==> src/rtl/data_ram_arbiter_pkg.sv <==
// ---------------------------------------------------------------------------
// data_ram_pkg
// Shared definitions for the data RAM arbiter slice:
//   - arb_state_e : arbiter FSM states (IDLE/ISSUE/WAIT/ACK)
//   - ADDR_W_DEF / DATA_W_DEF : default address / data widths
//   - PORT_CPU / PORT_LDR     : requester port indices (load/store unit, loader)
// ---------------------------------------------------------------------------
package data_ram_pkg;

    localparam int unsigned ADDR_W_DEF = 16;
    localparam int unsigned DATA_W_DEF = 8;

    localparam logic PORT_CPU = 1'b0;
    localparam logic PORT_LDR = 1'b1;

    typedef enum logic [1:0] {
        IDLE  = 2'd0,
        ISSUE = 2'd1,
        WAIT  = 2'd2,
        ACK   = 2'd3
    } arb_state_e;

endpackage

==> src/rtl/data_ram_arbiter_if.sv <==
// ---------------------------------------------------------------------------
// data_ram_arbiter_if
// Bundles the two requester handshakes and the RAM-side bus of the arbiter.
//   p0_* : CPU load/store unit port   (req/we/addr/wdata in, ack/rdata out)
//   p1_* : program/data loader port   (req/we/addr/wdata in, ack/rdata out)
//   ram_data_w/ram_addr/ram_din : arbiter -> RAM, ram_dout : RAM -> arbiter
//   arb_busy : arbiter not in IDLE
// Modports:
//   slave  : the arbiter's view
//   master : the environment's view (requesters + RAM)
// ---------------------------------------------------------------------------
interface data_ram_arbiter_if
    import data_ram_pkg::*;
#(
    parameter int unsigned ADDR_W = ADDR_W_DEF,
    parameter int unsigned DATA_W = DATA_W_DEF
);

    logic              p0_req;
    logic              p0_we;
    logic [ADDR_W-1:0] p0_addr;
    logic [DATA_W-1:0] p0_wdata;
    logic              p0_ack;
    logic [DATA_W-1:0] p0_rdata;

    logic              p1_req;
    logic              p1_we;
    logic [ADDR_W-1:0] p1_addr;
    logic [DATA_W-1:0] p1_wdata;
    logic              p1_ack;
    logic [DATA_W-1:0] p1_rdata;

    logic              ram_data_w;
    logic [ADDR_W-1:0] ram_addr;
    logic [DATA_W-1:0] ram_din;
    logic [DATA_W-1:0] ram_dout;

    logic              arb_busy;

    modport slave (
        input  p0_req, p0_we, p0_addr, p0_wdata,
        input  p1_req, p1_we, p1_addr, p1_wdata,
        input  ram_dout,
        output p0_ack, p0_rdata, p1_ack, p1_rdata,
        output ram_data_w, ram_addr, ram_din,
        output arb_busy
    );

    modport master (
        output p0_req, p0_we, p0_addr, p0_wdata,
        output p1_req, p1_we, p1_addr, p1_wdata,
        output ram_dout,
        input  p0_ack, p0_rdata, p1_ack, p1_rdata,
        input  ram_data_w, ram_addr, ram_din,
        input  arb_busy
    );

endinterface

==> src/rtl/data_ram_arb_pick.sv <==
// ---------------------------------------------------------------------------
// data_ram_arb_pick
// Combinational winner select for the two-port data RAM arbiter.
// Ports:
//   req_i[1:0]    : request from port 1 (bit 1) and port 0 (bit 0)
//   last_grant_i  : port granted most recently
//   valid_o       : at least one request present
//   grant_o       : winning port index (PORT_CPU / PORT_LDR)
// Configuration macro: DATA_ARB_RR_EN
//   defined   -> round-robin on a tie (port other than last_grant_i wins)
//   undefined -> fixed priority on a tie (port 0 wins)
// ---------------------------------------------------------------------------
module data_ram_arb_pick
    import data_ram_pkg::*;
(
    input  logic [1:0] req_i,
    input  logic       last_grant_i,
    output logic       valid_o,
    output logic       grant_o
);

`ifndef DATA_ARB_RR_EN
    // Grant history is kept by the caller but does not steer fixed priority.
    logic unused_last_grant;
    assign unused_last_grant = last_grant_i;
`endif

    always_comb begin
        valid_o = |req_i;
        grant_o = PORT_CPU;
        if (req_i == 2'b10) begin
            grant_o = PORT_LDR;
        end else if (req_i == 2'b11) begin
`ifdef DATA_ARB_RR_EN
            grant_o = ~last_grant_i;
`else
            grant_o = PORT_CPU;
`endif
        end
    end

endmodule

==> src/rtl/data_ram_arbiter.sv <==
// ---------------------------------------------------------------------------
// data_ram_arbiter
// Serialises CPU (port 0) and loader (port 1) accesses to the single-port,
// synchronous-read data RAM. Each access walks IDLE -> ISSUE -> WAIT -> ACK:
// request sampled in IDLE, RAM operates at the end of ISSUE, registered read
// data captured at the end of WAIT, one-cycle ack during ACK.
// Ports:
//   clk_in : clock, rising edge
//   rst    : synchronous active-high reset
//   bus    : data_ram_arbiter_if.slave (requester handshakes + RAM bus)
// Configuration macro: DATA_ARB_RR_EN (tie-break policy, see data_ram_arb_pick)
// ---------------------------------------------------------------------------
module data_ram_arbiter
    import data_ram_pkg::*;
#(
    parameter int unsigned ADDR_W = ADDR_W_DEF,
    parameter int unsigned DATA_W = DATA_W_DEF
) (
    input logic               clk_in,
    input logic               rst,
    data_ram_arbiter_if.slave bus
);

    arb_state_e        state_q, state_d;
    logic              last_grant_q, last_grant_d;
    logic              grant_q, grant_d;
    logic              we_q, we_d;
    logic              data_w_q, data_w_d;
    logic [ADDR_W-1:0] addr_q, addr_d;
    logic [DATA_W-1:0] din_q, din_d;
    logic              ack0_q, ack0_d;
    logic              ack1_q, ack1_d;
    logic [DATA_W-1:0] rdata0_q, rdata0_d;
    logic [DATA_W-1:0] rdata1_q, rdata1_d;

    logic              pick_valid;
    logic              pick_grant;
    logic              sel_we;
    logic [ADDR_W-1:0] sel_addr;
    logic [DATA_W-1:0] sel_din;

    data_ram_arb_pick u_pick (
        .req_i        ({bus.p1_req, bus.p0_req}),
        .last_grant_i (last_grant_q),
        .valid_o      (pick_valid),
        .grant_o      (pick_grant)
    );

    assign sel_we   = (pick_grant == PORT_LDR) ? bus.p1_we    : bus.p0_we;
    assign sel_addr = (pick_grant == PORT_LDR) ? bus.p1_addr  : bus.p0_addr;
    assign sel_din  = (pick_grant == PORT_LDR) ? bus.p1_wdata : bus.p0_wdata;

    always_comb begin
        state_d      = state_q;
        last_grant_d = last_grant_q;
        grant_d      = grant_q;
        we_d         = we_q;
        data_w_d     = 1'b0;    // write strobe only ever lives for ISSUE
        addr_d       = addr_q;  // address held between accesses: idle reads are harmless
        din_d        = din_q;
        ack0_d       = 1'b0;
        ack1_d       = 1'b0;
        rdata0_d     = rdata0_q;
        rdata1_d     = rdata1_q;

        unique case (state_q)
            IDLE: begin
                if (pick_valid) begin
                    grant_d      = pick_grant;
                    last_grant_d = pick_grant;
                    we_d         = sel_we;
                    data_w_d     = sel_we;
                    addr_d       = sel_addr;
                    din_d        = sel_din;
                    state_d      = ISSUE;
                end
            end
            ISSUE: begin
                state_d = WAIT;
            end
            WAIT: begin
                // RAM output register now holds the addressed word.
                if (grant_q == PORT_LDR) begin
                    ack1_d = 1'b1;
                    if (!we_q) rdata1_d = bus.ram_dout;
                end else begin
                    ack0_d = 1'b1;
                    if (!we_q) rdata0_d = bus.ram_dout;
                end
                state_d = ACK;
            end
            ACK: begin
                state_d = IDLE;
            end
            default: begin
                state_d = IDLE;
            end
        endcase
    end

    always_ff @(posedge clk_in) begin
        if (rst) begin
            state_q      <= IDLE;
            last_grant_q <= PORT_LDR;
            grant_q      <= PORT_CPU;
            we_q         <= 1'b0;
            data_w_q     <= 1'b0;
            addr_q       <= '0;
            din_q        <= '0;
            ack0_q       <= 1'b0;
            ack1_q       <= 1'b0;
            rdata0_q     <= '0;
            rdata1_q     <= '0;
        end else begin
            state_q      <= state_d;
            last_grant_q <= last_grant_d;
            grant_q      <= grant_d;
            we_q         <= we_d;
            data_w_q     <= data_w_d;
            addr_q       <= addr_d;
            din_q        <= din_d;
            ack0_q       <= ack0_d;
            ack1_q       <= ack1_d;
            rdata0_q     <= rdata0_d;
            rdata1_q     <= rdata1_d;
        end
    end

    assign bus.ram_data_w = data_w_q;
    assign bus.ram_addr   = addr_q;
    assign bus.ram_din    = din_q;
    assign bus.p0_ack     = ack0_q;
    assign bus.p1_ack     = ack1_q;
    assign bus.p0_rdata   = rdata0_q;
    assign bus.p1_rdata   = rdata1_q;
    assign bus.arb_busy   = (state_q != IDLE);

endmodule

==> src/flat_wrapper.sv <==
// flat-port wrapper written by rule: the top's interface ports become plain ports
module data_ram_arbiter_flat import data_ram_pkg::*;
#(
    parameter int unsigned ADDR_W = ADDR_W_DEF,
    parameter int unsigned DATA_W = DATA_W_DEF
)
  (clk_in, rst, bus_p0_req, bus_p0_we, bus_p0_addr, bus_p0_wdata, bus_p1_req, bus_p1_we, bus_p1_addr, bus_p1_wdata, bus_ram_dout, bus_p0_ack, bus_p0_rdata, bus_p1_ack, bus_p1_rdata, bus_ram_data_w, bus_ram_addr, bus_ram_din, bus_arb_busy);
  data_ram_arbiter_if #(.ADDR_W(ADDR_W), .DATA_W(DATA_W)) bus_i ();
  input logic clk_in;
  input logic rst;
  input wire logic [$bits(bus_i.p0_req)-1:0] bus_p0_req;
  input wire logic [$bits(bus_i.p0_we)-1:0] bus_p0_we;
  input wire logic [$bits(bus_i.p0_addr)-1:0] bus_p0_addr;
  input wire logic [$bits(bus_i.p0_wdata)-1:0] bus_p0_wdata;
  input wire logic [$bits(bus_i.p1_req)-1:0] bus_p1_req;
  input wire logic [$bits(bus_i.p1_we)-1:0] bus_p1_we;
  input wire logic [$bits(bus_i.p1_addr)-1:0] bus_p1_addr;
  input wire logic [$bits(bus_i.p1_wdata)-1:0] bus_p1_wdata;
  input wire logic [$bits(bus_i.ram_dout)-1:0] bus_ram_dout;
  output wire logic [$bits(bus_i.p0_ack)-1:0] bus_p0_ack;
  output wire logic [$bits(bus_i.p0_rdata)-1:0] bus_p0_rdata;
  output wire logic [$bits(bus_i.p1_ack)-1:0] bus_p1_ack;
  output wire logic [$bits(bus_i.p1_rdata)-1:0] bus_p1_rdata;
  output wire logic [$bits(bus_i.ram_data_w)-1:0] bus_ram_data_w;
  output wire logic [$bits(bus_i.ram_addr)-1:0] bus_ram_addr;
  output wire logic [$bits(bus_i.ram_din)-1:0] bus_ram_din;
  output wire logic [$bits(bus_i.arb_busy)-1:0] bus_arb_busy;
  assign bus_i.p0_req = bus_p0_req;
  assign bus_i.p0_we = bus_p0_we;
  assign bus_i.p0_addr = bus_p0_addr;
  assign bus_i.p0_wdata = bus_p0_wdata;
  assign bus_i.p1_req = bus_p1_req;
  assign bus_i.p1_we = bus_p1_we;
  assign bus_i.p1_addr = bus_p1_addr;
  assign bus_i.p1_wdata = bus_p1_wdata;
  assign bus_i.ram_dout = bus_ram_dout;
  assign bus_p0_ack = bus_i.p0_ack;
  assign bus_p0_rdata = bus_i.p0_rdata;
  assign bus_p1_ack = bus_i.p1_ack;
  assign bus_p1_rdata = bus_i.p1_rdata;
  assign bus_ram_data_w = bus_i.ram_data_w;
  assign bus_ram_addr = bus_i.ram_addr;
  assign bus_ram_din = bus_i.ram_din;
  assign bus_arb_busy = bus_i.arb_busy;
  data_ram_arbiter #(.ADDR_W(ADDR_W), .DATA_W(DATA_W)) u_core (.clk_in(clk_in), .rst(rst), .bus(bus_i));
endmodule
==> config.mk <==
export PLATFORM = sky130hd
export DESIGN_NAME = data_ram_arbiter_flat
export DESIGN_NICKNAME = d
export VERILOG_FILES = /design/src/rtl/data_ram_arbiter_pkg.sv /design/src/rtl/data_ram_arbiter_if.sv /design/src/rtl/data_ram_arb_pick.sv /design/src/rtl/data_ram_arbiter.sv /design/src/flat_wrapper.sv
export SDC_FILE = /design/constraint.sdc
export NUM_CORES = 1
export LEC_CHECK = 0
export CAP_MARGIN = 30
export CORE_ASPECT_RATIO = 0.8
export CORE_MARGIN = 2
export CORE_UTILIZATION = 40
export CTS_BUF_LIST = sky130_fd_sc_hd__clkbuf_4 sky130_fd_sc_hd__clkbuf_8 sky130_fd_sc_hd__clkbuf_16
export CTS_CLUSTER_DIAMETER = 120
export DETAILED_ROUTE_END_ITERATION = 8
export GPL_TIMING_DRIVEN = 0
export PLACE_DENSITY = 0.8
export RECOVER_POWER = 100
export SYNTH_ARGS = -nofsm -noshare
export SYNTH_HDL_FRONTEND = slang
export SYNTH_SLANG_ARGS = --single-unit
==> constraint.sdc <==
create_clock -name clk_in -period 1.5 [get_ports clk_in]
set_input_delay 0.15 -clock clk_in [delete_from_list [all_inputs] [get_ports clk_in]]
set_output_delay 0.15 -clock clk_in [all_outputs]
set_load 0.02 [all_outputs]
Word level (Yosys, flattened, before mapping):

Index checks and enable logic that the tools add are counted.
W data, S select, Z words.

* eq/ne operators: 5
* bitwise logic cells: 5
* mux-type cells: 8
* reduce and logical (&&, ||, !) cells: 8

Operators with widths (count)
* $mux W16: 1
* $mux W8: 1
* $pmux W2 S4: 1
* $eq A2 B2 Y1 const B: 3
* $reduce_and A3 Y1: 2
* $not A1 Y1: 5
* $mux W1: 4
* $reduce_or A2 Y1: 2
* $reduce_or A3 Y1: 1
* $eq A2 B1 Y1 const B: 1
* $logic_not A2 Y1: 1
* $mux W2: 1
* $ne A2 B1 Y1 const B: 1
* $reduce_and A2 Y1: 1
* $reduce_bool A2 Y1: 1

* output and inout port bits: 44
* word-level logic and storage cells: 36
* flip-flop bits (word level): 47
* input port bits: 62

Logic depth before layout (Yosys ltp):

Gate-level depths: netlist of the first run.

* word-level depth: 3
* mapped depth: 7
* depth with buffers taken out: 5

Cells and area by module:

A second synthesis of the first run with hierarchy kept.

* cell total of the unflattened synthesis: 216
* area, all modules: 2011.9 µm²

Modules (own cells, without submodules)
* data_ram_arbiter: times used 1, area an instance 1999.4 µm², cells an instance 214, sequential area each 960.9 µm²
* data_ram_arb_pick: times used 1, area an instance 12.5 µm², cells an instance 2, sequential area each 0.0 µm²

Worst setup path before layout of the first run:

No wires, ideal clock.

* path type: reg-to-reg
* start: reg u_core.state_q[0]
* end: reg u_core.state_q[1]
* path buffers: 0
* setup time: 0.128 ns
* arrival: 1.235 ns
* slack: 0.137 ns
* stages on the path, launching flop included: 6
* required time: 1.372 ns
* period minus slack after synthesis: 1.363 ns
* path through: dfxtp_1 -> inv_1 -> ha_1 -> or3b_1 -> mux2i_1 -> nor2_1

* word-level cells in the longest chain between the ends: 2
* elaborated cells between the ends (all ways): 6
* classes of those cells: eq/ne: 4; mux: 1; reduce/logical: 1

Ends and longest elaborated chain
* start: declaration: RTL line data_ram_arbiter.sv:24 `arb_state_e state_q, state_d;`
* start signal: assignment: RTL line data_ram_arbiter.sv:115 `state_q <= state_d;`
* $eq A2 B2 Y1 (tied with other cells): RTL line data_ram_arbiter.sv:66 `unique case (state_q)`
* $pmux W2 S4 / $ne A2 B1 Y1 (equally long branches)

Parallel ways exist; a longest one is shown, timed or not.
A chain may end at the register's enable or synchronous reset.

Worst setup path in the final report of the first run:

* start: reg u_core.din_q[7] (netlist: u_core.bus.ram_din[7])
* end: out bus_ram_din[7]

RTL lines
* start: declaration: RTL line data_ram_arbiter.sv:30 `logic [DATA_W-1:0] din_q, din_d;`
* start signal: assignment: RTL line data_ram_arbiter.sv:121 `din_q <= din_d;`
* end: declaration: RTL line flat_wrapper.sv:26 `output wire logic [$bits(bus_i.ram_din)-1:0] bus_ram_din;`

No word-level cell between the ends.

==> results of run 1 <==
[cell families after synthesis]
kind of cell               after synthesis
buffers and inverters                   21
adders and majority gates                4
and+or+nand+nor                         77
AOI/OAI and AO/OA                       53
muxes                                   18
DFF                                     47
[registers in the layout (all words and copies together), names as in the netlist]
register	count
u_core.bus.p1_ack	1
u_core.state_q	2
u_core.bus.ram_addr	16
u_core.bus.p1_rdata	8
u_core.grant_q	1
u_core.bus.p0_ack	1
u_core.bus.p0_rdata	8
u_core.bus.ram_din	8
u_core.bus.ram_data_w	1
u_core.we_q	1
[synth_stat cells (2+ instances only)]
| cell | instances | share of area |
|---|---|---|
| dfxtp_1 | 47 | 0.44 |
| ha_1 | 4 | 0.024 |
| nand2_1 | 25 | 0.044 |
| nor2_1 | 44 | 0.078 |
| buf_2 | 5 | 0.012 |
| nor3b_1 | 2 | 0.0071 |
| clkbuf_1 | 2 | 0.0035 |
| a211oi_1 | 5 | 0.018 |
| inv_1 | 3 | 0.0053 |
| buf_6 | 3 | 0.016 |
| a211oi_2 | 21 | 0.12 |
| a21oi_2 | 10 | 0.041 |
| buf_4 | 6 | 0.021 |
| mux2i_1 | 18 | 0.085 |
| a21oi_1 | 14 | 0.033 |
[through the flow]
step | utilization | worst slack, ns | cell area (µm²)
2_1_floorplan | - | 0.137 | 2120
3_3_place_gp | 0.639 | -0.139 | 3240
3_5_place_dp | 0.639 | -0.145 | 3240
4_1_cts | 0.660 | 0.0164 | 3340
5_1_grt | 0.668 | -0.00102 | 3380
6_report | 0.668 | 0.0762 | 3380
[metal layers]
layer	track usage	up-vias	wire, µm
met3	0.0323	4	247
li1	-	977	-
met5	0	-	0
met4	0.0423	0	25
met2	0.318	48	2810
met1	0.280	898	2750
[power groups by stage]
stage	sequential, µW	clock, µW	combinational (µW)
final	1780	768	2800
after floorplan	2130	0	1260
after global routing	1820	832	3000
after global placement	1780	0	2610
after detailed placement	1790	0	2650
after CTS	1770	789	2720
[path summary, 6_finish.rpt]
kind	start	depth (start not counted)	end
setup / recovery	u_core.bus.ram_din[7]$_SDFFE_PP0P_	1	bus_ram_din[7]
hold / removal	rst	2	u_core.bus.ram_addr[10]$_SDFFE_PP0P_
setup reg to reg	u_core.state_q[1]$_SDFFE_PP0P_	7	u_core.bus.ram_addr[3]$_SDFFE_PP0P_
hold reg to reg	u_core.bus.p1_rdata[2]$_SDFFE_PP0P_	2	u_core.bus.p1_rdata[2]$_SDFFE_PP0P_
[what timing repair did]
action / CTS / global route
hold buffers: 0 / 0
endpoints found under the setup margin: 28 / 31
resized for setup: 7 / 14
[final cells by class]
cell class                      count  area [µm²]
Clock buffer                        5        68.8
Inverter                            3        11.3
Tap cell                           62        77.6
Fill cell                         416        1680
Sequential cell                    47         941
Clock inverter                      3        20.0
Buffer                             18         168
Timing Repair Buffer              104        1040
Multi-Input combinational cell    152        1060
==> impl_results.md, run 1 <==
- N_diodes: 0
- Synthesized Nets: 286
- XOR/XNOR Fraction of Synth Area: 0
- Post-synth cell types: 26
- Detail Placement HPWL: 4400 µm
- Vias per inst: 4.89
- Final hold viol count: 0
- Final cell count without fillers: 394
- Initial DRC count: 45
- Vias in the first global route: 1,891
- Reg clk slew, reported paths: 0.09 ns
- Critical Path Sink Type: output port
- Initial antenna violation count: 0
- Die X: 85.4 µm
- Post-placement cell count: 386
- Worst path max stage delay: 0.63 ns
- Reg-to-reg slack, setup: 0.10 ns
- Most common cell after layout, fill and taps aside: clkdlybuf4s50_1
- Core area: 5060 µm²
- Crit path max fanout: 2
- Num CTS Buffers: 5
- DRT Pass-1 Iters: 4
- Peak VDD IR: 0.792 mV
- Most frequent cells in the layout: clkdlybuf4s50_1 (103), dfxtp_1 (47), nor2_1 (44)
- Post-Syn Instances: 220
- Count of state elements after synthesis: 47
- CP Cell Sequence: clkdlybuf4s50_1
- Pwr Density: 1580 nW/µm²
- Cell Int Power: 3270 µW
- Post-Syn Area: 2120 µm²
- Die H: 69.1 µm
- Via count: 1,927
- # IOs: 106
- Status: finished, final reports clean
- Sequential power share: 0.332
- WL/cell: 14.8 µm
- Setup violations, final: 0
- Switching power: 2080 µW
- CTS Sinks: 47
- Fraction of the mapped netlist area in adder cells: 0.0236
- # rows: 23
- Clock insertion delay at the later pin of the skew report: 0.30 ns
- Largest net degree at the start of global routing: 16
- Full die area: 5900 µm²
- Worst path slowest cell: clkdlybuf4s50_1
- Gr usage total: 0.198
- Simple-Gate Fraction of Synth Area: 0.149
- Yosys warns: 0
- Ratio of cells with drive above 1 in the final layout: 0.184
- Hold WS: 0.165 ns
- Initial Util: 0.418
- Max-Cap Viols: 0
- Leak: 0.00129 µW
- Global-route wire length before repair: 9430 µm
- CP required: 1.35 ns
- Syn avg cell area: 9.63 µm²
- Max transition margin: 0.529
- Tmin final: 1.42 ns
- Slew @ Worst Pin: 0.706 ns
- Worst EP arrival: 1.27 ns
- Largest family of logic cells by synthesized area: compound AO/OA/AOI/OAI gates
- Kind of cell adding the most delay to the critical path: buffers and inverters
- GPL Wtd Cong: 0.776
- Type of origin of the critical path: register
- Combinational share of power: 0.524
- Sw frac: 0.388
- H-tree depth: 2
- Root Driver: clkbuf_8
- Total power: 5340 µW
- Fin crit share: 0.949
- Setup Total Neg Slack: 0 ns
- Setup Buffers After CTS: 0
- Post-route DRC: 0
- Critical path class: reg -> out
- Fin. max-slew vios: 0
- Clock power frac: 0.144
- IO buf count: 104
- Clock Skew: 0.00589 ns
- Antenna-violating nets left: 0
- Ys async rst share: 0
- Nets: 397
- Hold crit path type: in -> reg
- CP Buf/Inv Count: 1
- CTS max path bufs: 2
- Mux cell area share after synthesis: 0.0851
- Area Growth Syn to Fin: 59.8%
- CTS tree: built
- GR Overflow Total: 0
- Ys flop type: dfxtp_1
- Routed WL: 5840 µm
- Post-synth EDFFs: 0
- Fmax: 702 MHz
- Complex-gate fraction of the synthesized area: 0.231
- Seq/Total Area, Yosys: 0.444
No activity file was read; power rests on OpenSTA's default activity.
==> run 2, diff against run 1 <==
--- a/config.mk
+++ b/config.mk
@@ -5,8 +5,7 @@
 export SDC_FILE = /design/constraint.sdc
 export NUM_CORES = 1
 export LEC_CHECK = 0
-export CAP_MARGIN = 30
-export CORE_ASPECT_RATIO = 0.8
+export CAP_MARGIN = 20
 export CORE_MARGIN = 2
 export CORE_UTILIZATION = 40
 export CTS_BUF_LIST = sky130_fd_sc_hd__clkbuf_4 sky130_fd_sc_hd__clkbuf_8 sky130_fd_sc_hd__clkbuf_16
==> run 2 against run 1 <==
Net effect:
- utilization down 0.51 points
- flip-flop and latch count stayed put
- via count is 2.2% higher
- critical path type unchanged
- cell count is 2.0% higher
- first-iteration DRC count grew 93%
- sequential share of layout area about the same
- final area is essentially flat
- die area about the same
==> impl_results.md, run 2 (same netlist as run 1, synthesis figures left out) <==
- Gr usage total: 0.195
- H-tree depth: 2
- Root Driver: clkbuf_8
- Initial Util: 0.415
- Status: finished, final reports clean
- Leak: 0.00130 µW
- Num CTS Buffers: 5
- Largest net degree at the start of global routing: 14
- Die H: 76.8 µm
- Global-route wire length before repair: 9420 µm
- Reg clk slew, reported paths: 0.08 ns
- Met2 Usage GRT: 0.318
- Critical path class: reg -> out
- Max-Cap Viols: 0
- Crit path max fanout: 2
- CTS tree: built
- Combinational share of power: 0.510
- CTS max path bufs: 2
- Tmin final: 1.42 ns
- Total power: 5330 µW
- Vias in the first global route: 1,938
- Vias per inst: 4.90
- Kind of cell adding the most delay to the critical path: buffers and inverters
- Hold_buf cts: 0
- Worst EP arrival: 1.27 ns
- Clock insertion delay at the later pin of the skew report: 0.29 ns
- Sequential power share: 0.332
- CP Cell Sequence: clkdlybuf4s50_1
- Fmax: 702 MHz
- IO buf count: 104
- Most frequent cells in the layout: clkdlybuf4s50_1 (103), dfxtp_1 (47), nor2_1 (44)
- Max transition margin: 0.546
- # rows: 26
- Worst path max stage delay: 0.62 ns
- Slew @ Worst Pin: 0.681 ns
- Detail Placement HPWL: 4220 µm
- GPL Wtd Cong: 0.784
- GR Overflow Total: 0
- Clock power frac: 0.159
- Final hold viol count: 0
- Hold crit path type: in -> reg
- Post-route DRC: 0
- CTS Sinks: 47
- Switching power: 1990 µW
- Setup violations, final: 0
- Fin. max-slew vios: 0
- Most Crowded Layer GR: met2
- Ratio of cells with drive above 1 in the final layout: 0.181
- Initial DRC count: 87
- Die X: 76.8 µm
- Setup Total Neg Slack: 0 ns
- Pwr Density: 1570 nW/µm²
- # IOs: 106
- Via count: 1,970
- CP Buf/Inv Count: 1
- Full die area: 5890 µm²
- Worst path slowest cell: clkdlybuf4s50_1
- WL/cell: 14.0 µm
- M1 GR Usage: 0.248
- Antenna-violating nets left: 0
- Max FFs per register: 16
- DRT Pass-1 Iters: 4
- Type of origin of the critical path: register
- Nets: 397
- Cell Int Power: 3340 µW
- Peak VDD IR: 0.620 mV
- Sw frac: 0.374
- Routed WL: 5650 µm
- Clock Skew: 0.00350 ns
- CP required: 1.35 ns
- Core area: 5110 µm²
- Area Growth Syn to Fin: 59.9%
- Most common cell after layout, fill and taps aside: clkdlybuf4s50_1
- Initial antenna violation count: 0
- N_diodes: 0
- Critical Path Sink Type: output port
- Fin crit share: 0.949
- Met3 Usage GRT: 0.0694
run 2: final cells by class:
class	count	area [µm²]
plain buffers	18	149
multi-input cells	152	1050
well taps	70	87.6
clock buffers	8	104
inverters	3	11.3
flip-flops and latches	47	941
fillers	417	1720
repair buffers	104	1040
run 2: routing by layer:
| metal | wire [µm] | up-vias | part of all wire |
|---|---|---|---|
| met3 | 482 | 2 | 0.085 |
| li1 | - | 975 | - |
| met5 | 0 | - | 0 |
| met4 | 18 | 0 | 0.0032 |
| met2 | 2520 | 84 | 0.45 |
| met1 | 2630 | 909 | 0.47 |
run 2: metrics by stage:
stage / hold slack [ns] / worst slack (ns) / utilization / instances / instance area, µm²
3_3_place_gp: 0.466 / -0.134 / 0.636 / 394 / 3250
4_1_cts: 0.172 / -0.0152 / 0.657 / 402 / 3360
5_1_grt: 0.184 / -0.0250 / 0.663 / 402 / 3390
6_report: 0.175 / 0.0763 / 0.663 / 402 / 3390
2_1_floorplan: 0.250 / 0.137 / - / 220 / 2120
3_5_place_dp: 0.486 / -0.159 / 0.636 / 394 / 3250
run 2: path summary, 6_finish.rpt:
check,end,slack [ns],cells after the start,startpoint
setup / recovery,bus_p1_rdata[2],0.08,1,u_core.bus.p1_rdata[2]$_SDFFE_PP0P_
hold / removal,u_core.bus.ram_addr[10]$_SDFFE_PP0P_,0.17,2,rst
setup reg to reg,u_core.bus.ram_addr[4]$_SDFFE_PP0P_,0.11,7,u_core.state_q[1]$_SDFFE_PP0P_
hold reg to reg,u_core.bus.p1_rdata[0]$_SDFFE_PP0P_,0.50,2,u_core.bus.p1_rdata[0]$_SDFFE_PP0P_
run 2: timing repair:
item / CTS / global route
buffers inserted: 0 / 0
gates resized for setup: 3 / 12
endpoints found under the setup margin: 20 / 35
run 2: power by group through the flow:
stage          logic (µW)  clock network (µW)  registers, µW
6_report             2720                 844           1770
5_1_grt              2950                 925           1810
4_1_cts              2650                 870           1760
3_5_place_dp         2640                   0           1780
3_3_place_gp         2600                   0           1770
2_1_floorplan        1260                   0           2130
